### src/rtl/shift_word_deserializer.sv
// ---------------------------------------------------------------------------
// shift_word_deserializer
//
// Serial-to-parallel receiver for the parallel-load shift-register link.
// Bits arrive LSB first, one per shift strobe. Each group of WIDTH bits is
// reassembled into a word and offered on a ready/valid parallel port. If a
// word completes while the previous one is still waiting to be consumed, the
// new word is dropped and a sticky overrun flag is raised.
//
// Ports
//   clk        rising-edge clock, shared with the transmitter
//   rst        synchronous, active-high reset (priority over everything)
//   shift      bit strobe; SI is sampled on each edge where shift=1
//   SI         serial data from the transmitter's SO
//   sync       word-boundary marker; restarts the bit count
//   D          received word, valid while out_valid=1
//   out_valid  D holds an unconsumed word
//   out_ready  consumer accepts D on an edge where out_valid=1
//   overrun    sticky; a completed word was dropped
//   bit_cnt    bits collected toward the current word (0..WIDTH-1)
// ---------------------------------------------------------------------------
module shift_word_deserializer #(
    parameter  int WIDTH = 4,
    localparam int CW    = $clog2(WIDTH + 1)
) (
    input  logic             clk,
    input  logic             rst,
    input  logic             shift,
    input  logic             SI,
    input  logic             sync,
    output logic [WIDTH-1:0] D,
    output logic             out_valid,
    input  logic             out_ready,
    output logic             overrun,
    output logic [CW-1:0]    bit_cnt
);

    logic [WIDTH-1:0] s_q, s_d;
    logic [WIDTH-1:0] d_q, d_d;
    logic             valid_q, valid_d;
    logic             overrun_q, overrun_d;
    logic [CW-1:0]    cnt_q, cnt_d;
    logic             complete;

    always_comb begin
        // NOTE: every signal gets its hold value first, so no path through
        // the branches below can leave one unassigned and infer a latch.
        s_d       = s_q;
        d_d       = d_q;
        valid_d   = valid_q;
        overrun_d = overrun_q;
        cnt_d     = cnt_q;
        complete  = 1'b0;

        if (shift) begin
            s_d = {SI, s_q[WIDTH-1:1]};
            if (sync) begin
                // The bit sampled alongside sync is bit 0 of a fresh word.
                cnt_d = CW'(1);
            end else if (cnt_q == CW'(WIDTH - 1)) begin
                cnt_d    = '0;
                complete = 1'b1;
            end else begin
                cnt_d = cnt_q + CW'(1);
            end
        end else if (sync) begin
            // Partial word is abandoned; S keeps its contents and is simply
            // overwritten by the next WIDTH shifts.
            cnt_d = '0;
        end

        if (complete) begin
            // A pending word that is being accepted this same edge frees the
            // slot, so only an unaccepted pending word causes a drop.
            if (valid_q && !out_ready) begin
                overrun_d = 1'b1;
            end else begin
                d_d     = s_d;
                valid_d = 1'b1;
            end
        end else if (valid_q && out_ready) begin
            valid_d = 1'b0;
        end
    end

    // NOTE: sequential state is updated only with non-blocking assignments so
    // every flop samples the pre-edge values computed above.
    always_ff @(posedge clk) begin
        if (rst) begin
            s_q       <= '0;
            d_q       <= '0;
            valid_q   <= 1'b0;
            overrun_q <= 1'b0;
            cnt_q     <= '0;
        end else begin
            s_q       <= s_d;
            d_q       <= d_d;
            valid_q   <= valid_d;
            overrun_q <= overrun_d;
            cnt_q     <= cnt_d;
        end
    end

    assign D         = d_q;
    assign out_valid = valid_q;
    assign overrun   = overrun_q;
    assign bit_cnt   = cnt_q;

endmodule

### config.mk
export PLATFORM = sky130hd
export DESIGN_NAME = shift_word_deserializer
export DESIGN_NICKNAME = d
export VERILOG_FILES = /design/src/rtl/shift_word_deserializer.sv
export SDC_FILE = /design/constraint.sdc
export NUM_CORES = 1
export LEC_CHECK = 0
export ABC_AREA = 1
export CORE_MARGIN = 2
export CORE_UTILIZATION = 46
export DETAILED_ROUTE_END_ITERATION = 10
export PLACE_DENSITY = 0.75
export SLEW_MARGIN = 30
export SYNTH_ARGS = -nofsm -noshare
export SYNTH_HDL_FRONTEND = slang
export SYNTH_SLANG_ARGS = --single-unit
### constraint.sdc
create_clock -name clk -period 1.1 [get_ports clk]
set_input_delay 0.33 -clock clk [delete_from_list [all_inputs] [get_ports clk]]
set_output_delay 0.33 -clock clk [all_outputs]
set_load 0.01 [all_outputs]
# Word-level counts from Yosys, hierarchy flattened
# Cells that the tools add are included.
[totals] ff_bits=13 in_bits=6 output_inout_bits=9 word_cells=28
[op_classes] addsub=1 n_eq_ne=2 mux=11 bitwise=1 n_reduce_logical=8
[ops] operator="2-to-1 mux 3 bit" count=4
[ops] operator="2-to-1 mux 1 bit" count=6
[ops] operator="AND reduction 2 bit" count=3
[ops] operator="2-to-1 mux 4 bit" count=1
[ops] operator="nonzero test 2 bit" count=2
[ops] operator="adder 3 x 1 -> 3 bit (second input constant)" count=1
[ops] operator="== test 3 x 2 -> 1 bit (second input constant)" count=1
[ops] operator="logical AND 1 bit" count=2
[ops] operator="inequality test 2 bit (second input constant)" count=1
[ops] operator="zero test 1 bit" count=1
[ops] operator="NOT 1 bit" count=1

# Logic depth before layout (Yosys ltp)
[depth] word_depth=6 ltp_mapped=7 mapped_depth_nobuf=7

# Worst setup path before layout
# No wires, ideal clock.
[synth_path] path_type="register to register" startpoint="register cnt_q[0] (netlist: bit_cnt[0])" endpoint="register d_q[1] (netlist: D[1])" setup_time_ns=0.110 arrival_ns=0.992 required_time_ns=0.990 setup_slack_ns=-0.002 stages_incl_launch_ff=7 path_buffers=0 period_less_slack_ns=1.102 cell_sequence="dfxtp_1 ha_1 nand2_1 nor2_2 nand3_1 nand2_1 nor2_2"
[synth_via] elab_chain_len=5
[synth_rtl] element="from (decl)" line_no="42" rtl="logic [CW-1:0] cnt_q, cnt_d;"
[synth_rtl] element="from (signal assigned)" line_no="100" rtl="cnt_q <= cnt_d;"
[synth_rtl] element="== test 3 x 2 -> 1 bit" line_no="60" rtl="end else if (cnt_q == CW'(WIDTH - 1)) begin"
[synth_rtl] element="2-to-1 mux 1 bit" line_no="60"
[synth_rtl] element="2-to-1 mux 1 bit" line_no="57" rtl="if (sync) begin"
[synth_rtl] element="2-to-1 mux 1 bit" line_no="55" rtl="if (shift) begin"
[synth_rtl] element="AND reduction 2 bit (no source line)"
[synth_rtl] element="to (signal assigned)" line_no="91" rtl="d_q <= '0;"
[synth_rtl] element="to (signal assigned)" line_no="97" rtl="d_q <= d_d;"
[synth_rtl] element="to (decl)" line_no="39" rtl="logic [WIDTH-1:0] d_q, d_d;"
# Every way passes these cells.
# A chain may end at the register's enable or synchronous reset.

# Worst setup path after layout
[layout_path] startpoint="register cnt_q[1] (netlist: bit_cnt[1])" endpoint="register d_q[3] (netlist: D[3])"
# The elaborated chain is that of the path after synthesis.

==> results.txt <==
- For this run the aggregate overflow at the end of global routing stands at 0.
* Root Buffer: clkbuf_4
- The design draws approximately 0.00094 W.
* Via count of the first global-routing pass: around 570
- Routed wire length per instance: just over 10 um
* Share of the clock period used by the worst path: 98.4%
- STA puts the critical path data required time at about 1.3 ns.
* RSZ-0062 raised after global routing: true
- For this block, the routed nets add up to 1320 um of wire.
* Clock buffer count from CTS: 3
* Total iterations of the first detailed-routing run: 6
- Entering global routing, the biggest net connects 9 pins.
- Final critical delay including setup and external delays: 1.08 ns
- Clock-pin slew was measured on the worst setup and hold paths at 0.08 ns.
* Post-Syn Area per Cell: 7.38 sq um
- # rows: 13
* Post-DR vias/cell: roughly 4.6
- For the pin with the worst max-slew slack, the measured transition is ~0.16 ns.
- Final weighted congestion in routability-driven placement: 0.774
* Hold Startpoint: overrun$_SDFFE_PP0P_
* Total setup violations reported at the end of the flow: 0
- The worst hold path passes through 2 cells.
- 15 I/O pins were placed.
- Worst-case setup margin in the final layout: 0.0174 ns
- Core Box Area: approximately 1300 sq um
* Kind of critical path: flip-flop to flip-flop
- The worst setup path is launched from a flip-flop.
* Fin nets: approximately 120
- Cell depth of the worst flop-to-flop path: 7
* Top_reg_cell synth: dfxtp_1
* Netlist Area Pre-Place: 642 sq um
- Synthesized flop and latch total: 13
* Level count of the clock H-tree: 1
- Registers take between 200 and 300 sq um.
- Post-synth EDFFs: 0
- The worst setup path is captured at a flip-flop.
- Number of distinct standard cells referenced by the synthesized netlist: 17
- Max-Cap Viols: 0
* Setup skew after layout: about 0.0026 ns
- Violation count after the first detailed-route iteration: 4
- Min-Delay Path Class: flip-flop to flip-flop
* Count of fill cells added during filler insertion: about 120
* Wire length of the first global-routing pass: 2240 um
- Once detail routing completed, the nets flagged for antenna violations numbered 0.
- On the worst path, the slowest cell contributes a delay of 0.34 ns.
- For this run, design rule violations remaining after detail routing come to 0.
- Derived from the worst setup path, the maximum achievable clock frequency is a little over 0.9 GHz.
- Horizontal extent of the die: slightly above 40 um
* Area of the multi-input gates: around 310 sq um
- Across all layers, the routed design uses between 600 and 700 vias.
* Overall die area: between 1500 and 2000 sq um
- During placement, the flow inserted port buffers numbering 14.
- Y dimension of the die: 41.4 um
- Tracing the worst setup path back leads to its startpoint at bit_cnt[1]$_SDFFE_PP0P_.
- Total number of yosys warnings: 0
- Leading cell type in the layout, fill and taps excluded: nand2_1
* Proportion of synthesized chip area in sequential cells: 40.5%
- Max-slew headroom at the worst pin: about nine tenths
- Number of antenna violations at the first check in global routing: 0
* Worst slack on hold paths: 0.467 ns
- The clock drives 13 sinks.
- Dividing total power by cell area gives a power density of between 1000 and 1500 nW/um^2.
- Of all nets on the critical path, the largest fanout is 4.
* Net Count, Synth: 94
- Starting Density: 49.3%
- Commonest cells after routing, fill and taps aside: nand2_1 (19), inv_1 (15), buf_4 (10), nor2_1 (8)
- In the final layout, the share of cells above drive strength 1 is 42.2%.
- In this run the static leakage power is around 0.45 nW.
- Global routing usage summed across all routing layers: 20.4%
* Cell breakdown of the critical path: buf_6, ha_4, nand2_2, nor2_4, nand3_1, nand2_1, nor2_2
* Clock latency at the later pin of the worst-skew pair: 0.27 ns
- The repair_antennas step left the layout with diodes totalling 0.
- At the placement stage, the worst setup path has a slack of -0.388 ns.
* Total Negative Setup Slacks: 0 ns
- The wire-length estimate of the detail-placed layout is 971 um.
- VDD sags by at most between 0.8 and 0.9 mV.
- Reg-to-reg critical path startpoint: bit_cnt[1]$_SDFFE_PP0P_
* Run status: finished, final reports clean
- The slowest stage of the critical path is the dfxtp_2 cell.
- Relative to the synthesized area, the layout overhead comes to 45.2%.
- Arr. time, crit path: about 1.3 ns
- Number of max-slew violations in the final report: 0
- Post-synth ARST share: 0%
- TritonCTS clock tree: yes
- Max clock buf depth: 2
- Final Core Density: 71.6%
- The number of hold buffers added after CTS was 0.
- Final Hold Vio Count: 0
* Gate count of the mapped netlist: 87
worst paths after layout:
kind | endpoint | slack [ns]
worst max register to register | D[3]$_SDFFE_PP0P_ | 0.02
worst min-delay path | overrun$_SDFFE_PP0P_ | 0.47
worst max-delay path | D[3]$_SDFFE_PP0P_ | 0.02
worst min register to register | overrun$_SDFFE_PP0P_ | 0.47
metrics by stage:
stage               std cells  cell area, sq um
finish                    131               932
detailed placement        126               888
global route              131               932
CTS                       131               915
global placement          126               888
floorplan                  87               643
critical path: cells and delay by family, from the launching register on:
kind	cells	cell delay, ns
flops	1	0.34
fa+ha+maj	1	0.15
buf+inv	1	0.10
simple gates	5	0.41
synth_stat cells, types with 2 or more instances:
cell type | count | area share (%)
inv_1 | 17 | 9.9
nand2_2 | 2 | 1.9
nor2_2 | 2 | 1.9
nor2_1 | 9 | 5.3
dfxtp_1 | 13 | 41
nand3_1 | 7 | 5.5
nand2_1 | 21 | 12
inv_2 | 2 | 1.2
a21oi_1 | 5 | 3.9
nor2_8 | 2 | 6.2
cell type report:
class                           count  share of cell area (%)
Multi-Input combinational cell     52                    33.3
Sequential cell                    13                    29.1
Timing Repair Buffer               27                    23.9
Inverter                           20                    8.86
Clock buffer                        4                    2.82
Tap cell                           15                    2.01
routing by layer:
metal | track usage (%) | vias up | part of all wire [%]
met5 | 0 | - | 0
met2 | 33.2 | 18 | 49
met4 | 7.26 | 0 | 1.1
li1 | - | 319 | -
met1 | 26.2 | 266 | 43
met3 | 4.79 | 4 | 6.6
sequential cells by signal (all words and copies together) (netlist names):
name and flops:
D 4, bit_cnt 3, out_valid 1, overrun 1, s_q 4
power breakdown:
group / internal (W) / total, W / switching, W
clock: 0.000140 / 0.000296 / 0.000156
combinational: 0.0000785 / 0.000152 / 0.0000730
sequential: 0.000484 / 0.000490 / 0.00000650
total: 0.000702 / 0.000937 / 0.000235
what timing repair did:
| item | in CTS | in global routing |
|---|---|---|
| gates cloned | 0 | 0 |
| endpoints found under the setup margin | 21 | 9 |
| pin swaps | 1 | 3 |
| setup buffers | 1 | 0 |
| gates resized for setup | 52 | 6 |
cells by family (layout without fill, tap and decap cells):
| group | after synthesis | in the layout | share of synthesized area [%] |
|---|---|---|---|
| adder cells (fa/ha/maj) | 1 | 1 | 1.95 |
| AND/OR/NAND/NOR | 46 | 46 | 38.6 |
| buffers and inverters | 22 | 51 | 15.0 |
| flip-flops | 13 | 13 | 40.5 |
| AO/OA/AOI/OAI | 5 | 5 | 3.90 |
No activity file was read; power rests on OpenSTA's default activity.
